**config.mk**
```make
export PLATFORM = sky130hd
export DESIGN_NAME = pipeline_controller
export DESIGN_NICKNAME = d
export VERILOG_FILES = /design/src/rtl/pipeline_controller.sv
export SDC_FILE = /design/constraint.sdc
export NUM_CORES = 1
export LEC_CHECK = 0
export BUFFER_PORTS_ARGS = -buffer_cell sky130_fd_sc_hd__buf_2
export CORE_UTILIZATION = 30
export CTS_BUF_LIST = sky130_fd_sc_hd__clkbuf_16
export CTS_CLUSTER_DIAMETER = 30
export DETAILED_ROUTE_END_ITERATION = 6
export PLACE_DENSITY = 0.63
export SYNTH_ARGS = -nofsm -noshare
export SYNTH_HDL_FRONTEND = slang
export SYNTH_SLANG_ARGS = --single-unit
```
**constraint.sdc**
```tcl
create_clock -name clk -period 2.5 [get_ports clk]
set_input_delay 0.125 -clock clk [delete_from_list [all_inputs] [get_ports clk]]
set_output_delay 0.125 -clock clk [all_outputs]
set_load 0.01 [all_outputs]
```
**src/rtl/pipeline_controller.sv**
```systemverilog
// Decode, hazard and run-control sequencing for the 5-stage pipeline.
// Decodes the Decode-stage instruction, resolves forwarding/stall/branch, and drains to HALTED for debug.
module pipeline_controller #(
    parameter int unsigned STALL_CNT_W  = 16,
    parameter int unsigned DRAIN_CYCLES = 3
) (
    input  logic                   clk,
    input  logic                   rst,
    input  logic [5:0]             opcode,
    input  logic [5:0]             funct,
    input  logic                   eq,
    input  logic [4:0]             rsD,
    input  logic [4:0]             rtD,
    input  logic [4:0]             rdE,
    input  logic [4:0]             rdM,
    input  logic                   regWriteE,
    input  logic                   regWriteM,
    input  logic                   mem2RegE,
    input  logic                   haltReq,
    input  logic                   stepReq,
    output logic                   regWrite,
    output logic                   regDst,
    output logic                   memWrite,
    output logic                   mem2Reg,
    output logic                   aluSrcB,
    output logic [2:0]             aluControl,
    output logic                   pcSrc,
    output logic                   enablePC,
    output logic                   enableD,
    output logic                   flushD,
    output logic                   flushE,
    output logic [1:0]             fad,
    output logic [1:0]             fbd,
    output logic                   halted,
    output logic                   illegal,
    output logic [STALL_CNT_W-1:0] stallCount
);

    localparam int unsigned CNT_W = (DRAIN_CYCLES < 1) ? 1 : $clog2(DRAIN_CYCLES + 1);

    typedef enum logic [1:0] {S_RUN, S_DRAIN, S_HALTED, S_STEP} state_e;

    state_e                 state_q, state_d;
    logic [CNT_W-1:0]       cnt_q, cnt_d;
    logic                   mem2RegM_q, mem2RegM_d;
    logic                   illegal_q, illegal_d;
    logic [STALL_CNT_W-1:0] stall_cnt_q, stall_cnt_d;

    logic is_beq, use_rs, use_rt, illegal_c, stall;

    // Instruction decode; illegal encodings behave like a NOP for hazards.
    always_comb begin
        regWrite   = 1'b0;
        regDst     = 1'b0;
        memWrite   = 1'b0;
        mem2Reg    = 1'b0;
        aluSrcB    = 1'b0;
        aluControl = 3'b000;
        is_beq     = 1'b0;
        use_rs     = 1'b0;
        use_rt     = 1'b0;
        illegal_c  = 1'b0;
        case (opcode)
            6'h00: begin
                if (funct != 6'h00) begin
                    regWrite = 1'b1;
                    regDst   = 1'b1;
                    use_rs   = 1'b1;
                    use_rt   = 1'b1;
                    case (funct)
                        6'h20:   aluControl = 3'b010;
                        6'h22:   aluControl = 3'b110;
                        6'h24:   aluControl = 3'b000;
                        6'h25:   aluControl = 3'b001;
                        6'h2A:   aluControl = 3'b111;
                        default: begin
                            regWrite  = 1'b0;
                            regDst    = 1'b0;
                            use_rs    = 1'b0;
                            use_rt    = 1'b0;
                            illegal_c = 1'b1;
                        end
                    endcase
                end
            end
            6'h23: begin
                regWrite   = 1'b1;
                mem2Reg    = 1'b1;
                aluSrcB    = 1'b1;
                aluControl = 3'b010;
                use_rs     = 1'b1;
            end
            6'h2B: begin
                memWrite   = 1'b1;
                aluSrcB    = 1'b1;
                aluControl = 3'b010;
                use_rs     = 1'b1;
                use_rt     = 1'b1;
            end
            6'h04: begin
                is_beq = 1'b1;
                use_rs = 1'b1;
                use_rt = 1'b1;
            end
            6'h08: begin
                regWrite   = 1'b1;
                aluSrcB    = 1'b1;
                aluControl = 3'b010;
                use_rs     = 1'b1;
            end
            default: illegal_c = 1'b1;
        endcase
    end

    // Decode-stage forwarding; Execute wins over Memory, loads in Execute are not forwardable.
    always_comb begin
        fad = 2'd0;
        fbd = 2'd0;
        if (use_rs && rsD != 5'd0) begin
            if (rsD == rdE && regWriteE && !mem2RegE) fad = 2'd1;
            else if (rsD == rdM && regWriteM)         fad = mem2RegM_q ? 2'd2 : 2'd3;
        end
        if (use_rt && rtD != 5'd0) begin
            if (rtD == rdE && regWriteE && !mem2RegE) fbd = 2'd1;
            else if (rtD == rdM && regWriteM)         fbd = mem2RegM_q ? 2'd2 : 2'd3;
        end
    end

    assign stall = mem2RegE && regWriteE && (rdE != 5'd0) &&
                   ((use_rs && rsD == rdE) || (use_rt && rtD == rdE));
    assign pcSrc = is_beq && eq && !stall;

    // Run-control FSM and pipeline enables; cnt_q == 0 means the drain count has not started.
    always_comb begin
        state_d  = state_q;
        cnt_d    = cnt_q;
        enablePC = stall;
        enableD  = stall;
        flushE   = stall;
        flushD   = pcSrc;
        halted   = 1'b0;
        case (state_q)
            S_RUN: begin
                if (haltReq) begin
                    state_d = S_DRAIN;
                    cnt_d   = '0;
                end
            end
            S_STEP: begin
                state_d = S_DRAIN;
                cnt_d   = '0;
            end
            S_DRAIN: begin
                if (!stall) begin
                    flushD   = 1'b1;
                    enableD  = 1'b0;
                    enablePC = !pcSrc;
                end
                if (cnt_q == '0) begin
                    if (!stall) cnt_d = CNT_W'(1);
                end else if (cnt_q == CNT_W'(DRAIN_CYCLES)) begin
                    state_d = S_HALTED;
                    cnt_d   = '0;
                end else begin
                    cnt_d = cnt_q + CNT_W'(1);
                end
            end
            S_HALTED: begin
                halted   = 1'b1;
                enablePC = 1'b1;
                flushD   = 1'b1;
                if (!haltReq)     state_d = S_RUN;
                else if (stepReq) state_d = S_STEP;
            end
            default: state_d = S_RUN;
        endcase
    end

    assign mem2RegM_d  = mem2RegE;
    assign illegal_d   = illegal_q | illegal_c;
    assign stall_cnt_d = (stall && stall_cnt_q != '1) ? stall_cnt_q + STALL_CNT_W'(1) : stall_cnt_q;

    always_ff @(posedge clk or posedge rst) begin
        if (rst) begin
            state_q     <= S_RUN;
            cnt_q       <= '0;
            mem2RegM_q  <= 1'b0;
            illegal_q   <= 1'b0;
            stall_cnt_q <= '0;
        end else begin
            state_q     <= state_d;
            cnt_q       <= cnt_d;
            mem2RegM_q  <= mem2RegM_d;
            illegal_q   <= illegal_d;
            stall_cnt_q <= stall_cnt_d;
        end
    end

    assign illegal    = illegal_q;
    assign stallCount = stall_cnt_q;

endmodule
```
==> impl_metrics.py <==
metrics = {
    "outcome": {
        "run_status": "complete, no violations",
    },
    "detailed_routing": {
        "wl_per_cell_um": 12.7,
        "viasPerCell": 4.99,
        "ant_nets": 0,
        "num_vias": 1808,
        "firstDrtPassIters": 4,
        "drt_iter0_markers": 94,
        "drt-total-wl_mm": 4.58,
        "route.detailed.drc": 0,
    },
    "worst_setup_path": {
        "endpoint_kind": "flop",
        "worstPathMaxFanout": 12,
        "crit_arrival_ns": 2.16,
        "worst-setup-path-type": "reg2reg",
        "rr_worst_depth": 7,
        "cp.required_ns": 2.64,
        "startpoint_type": "flop",
    },
    "timing": {
        "fmax_mhz": 495,
        "drv_slew": 0,
        "hold_slack_ns": 0.0310,
        "setup_tns_ns": 0,
        "relSlewSlack_pct": 43.9,
        "fin_skew_ns": 0.00311,
        "period_minus_slack_ns": 2.02,
        "hold_viol_final": 0,
        "tightest_slew_ns": 0.840,
        "fin_crit_sh_pct": 80.8,
        "finalSetupViolCount": 0,
        "rsz0062_at_grt": "false",
        "layout_setup_ws_ns": 0.480,
    },
    "global_route": {
        "track_usage_pct": 14.9,
        "grt-ovfl-total": 0,
        "grt_pass1_vias": 1710,
        "antenna_found_initial": 0,
        "grt_max_degree": 23,
        "grt_pass1_wl_mm": 7.76,
    },
    "floorplan": {
        "core_area_um2": 5890,
        "die_x_um": 80.0,
        "dieHeight_um": 80.0,
        "start_util_pct": 31.0,
        "rows": 28,
        "die_area_um2": 6400,
        "pin_count": 75,
    },
    "yosys": {
        "ys_ff_latch": 22,
        "yosysSeqAreaShare_pct": 30.2,
        "synth_area_um2": 1820,
        "yosysWarningCount": 0,
        "syn_area_per_cell_um2": 8.77,
        "synth_ff_type": "dfrtp_1",
        "synth_edf_count": 0,
        "ys_types": 43,
        "synthArstFlopShare_pct": 100,
        "synth_nets": 255,
        "syn_inst": 208,
    },
    "cts": {
        "clock_latency_ns": 0.25,
        "cts_made_buffers": 3,
        "cts.sink_count": 22,
        "clkTransAtPathRegs_ns": 0.06,
        "post_cts_resize_count": 0,
        "cts_tree": "built",
        "clockBufferDepth": 2,
        "htree_levels": 1,
        "cts_root_buf": "clkbuf_16",
    },
    "finish": {
        "post-route-cell-area_um2": 2400,
        "drive_above_1_share_pct": 33.1,
        "n_antenna_cell": 0,
        "syn2layout_area_growth_pct": 31.8,
        "final_util_pct": 40.8,
        "nNetsFinal": 335,
    },
    "placed_design": {
        "hpwl_mm": 3.75,
        "dp_slack_ns": 0.485,
        "place_congestion": 0.848,
        "placed_area_um2": 2290,
        "port_buffers": 74,
    },
    "run": {
        "cap_violations": 0,
    },
    "min_path": {
        "holdCritPathClass": "in2async",
    },
    "pwr": {
        "p_per_area_nw_per_um2": 550,
        "power_leakage_nw": 1.23,
        "peakVddDrop_uv": 477,
    },
}
[area by class of cell]
| cell class | count | area, um2 |
|---|---|---|
| clock buffer | 3 | 75.1 |
| clock inverter | 1 | 30.0 |
| fill | 613 | 3480 |
| inverter | 9 | 33.8 |
| multi-input combinational | 174 | 1220 |
| sequential | 22 | 551 |
| tap | 75 | 93.8 |
| timing repair buffer | 78 | 403 |
[where the power goes]
group | total, W | internal, W | switching [W]
clock | 0.000446 | 0.000318 | 0.000128
combinational | 0.000465 | 0.000208 | 0.000257
sequential | 0.000411 | 0.000388 | 0.0000232
[layer usage]
| layer | up-vias | GRT usage (%) | part of all wire (%) |
|---|---|---|---|
| met3 | 2 | 2.74 | 3.2 |
| met2 | 33 | 26.3 | 49 |
| met1 | 856 | 19.6 | 48 |
| met5 | - | 0 | 0 |
| li1 | 917 | - | - |
| met4 | 0 | 1.07 | 0.087 |
[per-stage QoR]
stage,total power (W),instances
after global placement,0.000876,357
after CTS,0.00133,362
after floorplan,0.000732,208
final,0.00132,362
after global routing,0.00142,362
after detailed placement,0.000883,357
[cell families after synthesis]
logic type	synth area share (%)
AO/OA/AOI/OAI	13.3
XOR/XNOR	16.8
adder cells (fa/ha/maj)	4.80
buffers and inverters	3.09
flip-flops	30.2
multiplexers	1.71
AND/OR/NAND/NOR	30.1
[cells in the mapped netlist, types with 4 or more instances]
master / number / share of area [%]
dfrtp_1: 22 / 30
a31oi_1: 5 / 1.7
nor4_1: 6 / 2.1
a21oi_1: 4 / 1.1
nand3_1: 19 / 5.2
nor2_1: 14 / 2.9
nand2_1: 15 / 3.1
o21ai_0: 11 / 3.0
o211ai_1: 4 / 1.6
xnor2_1: 9 / 4.3
o21a_1: 5 / 2.1
inv_1: 9 / 1.9
nor2b_1: 4 / 1.4
ha_1: 7 / 4.8
xor2_1: 26 / 12
nor3_1: 7 / 1.9
[final timing paths]
check                                           startpoint                    endpoint  slack, ns
worst max-delay path             stallCount[0]$_DFFE_PP0P_   stallCount[1]$_DFFE_PP0P_       0.48
worst min-delay path                                   rst  stallCount[11]$_DFFE_PP0P_       0.03
worst max register to register   stallCount[0]$_DFFE_PP0P_   stallCount[1]$_DFFE_PP0P_       0.48
max in group asynchronous                              rst   stallCount[7]$_DFFE_PP0P_       1.94
min in group clk                                   haltReq      state_q[0]$_DFFE_PP0P_       0.21
worst min register to register  stallCount[14]$_DFFE_PP0P_  stallCount[14]$_DFFE_PP0P_       0.48
[worst max-delay path, cell delays in order, from the launching register on]
cell and delay, ns:
dfrtp_1 0.43, ha_1 0.26, and4_1 0.26, nand3_1 0.11, o21ai_0 0.09, buf_4 0.20, nor2_1 0.21, mux2_2 0.35
[registers in the layout (all words and copies together) (netlist names)]
name and flops:
stallCount 16, mem2RegM_q 1, state_q 2, cnt_q 2, illegal 1
[placed cells by master (no fill, tap or decap), types with 2 or more instances in the layout]
| cell type | instances |
|---|---|
| nor3_1 | 7 |
| nor3b_1 | 2 |
| xnor2_1 | 9 |
| buf_4 | 3 |
| mux2i_1 | 2 |
| clkbuf_16 | 3 |
| o21a_1 | 5 |
| a21oi_1 | 4 |
| nor2b_1 | 4 |
| and3_1 | 2 |
| nor4_2 | 2 |
| nor2_1 | 14 |
| a31oi_1 | 5 |
| or4_1 | 2 |
| nand3_1 | 19 |
| inv_1 | 9 |
| nand2b_1 | 2 |
| buf_2 | 74 |
| nor3_2 | 2 |
| nand2_1 | 15 |
| nand4_1 | 2 |
| xor2_1 | 26 |
| and4_1 | 3 |
| nor4_1 | 6 |
| dfrtp_1 | 22 |
| o21ai_0 | 11 |
| and2_1 | 3 |
| o211ai_1 | 4 |
| ha_1 | 7 |
[what timing repair did]
action / in CTS / in global routing
hold endpoints to repair: 1 / 0
hold buffers: 1 / 0
setup buffers: 0 / 0
Note: power is estimated with default switching activity, not from simulation.
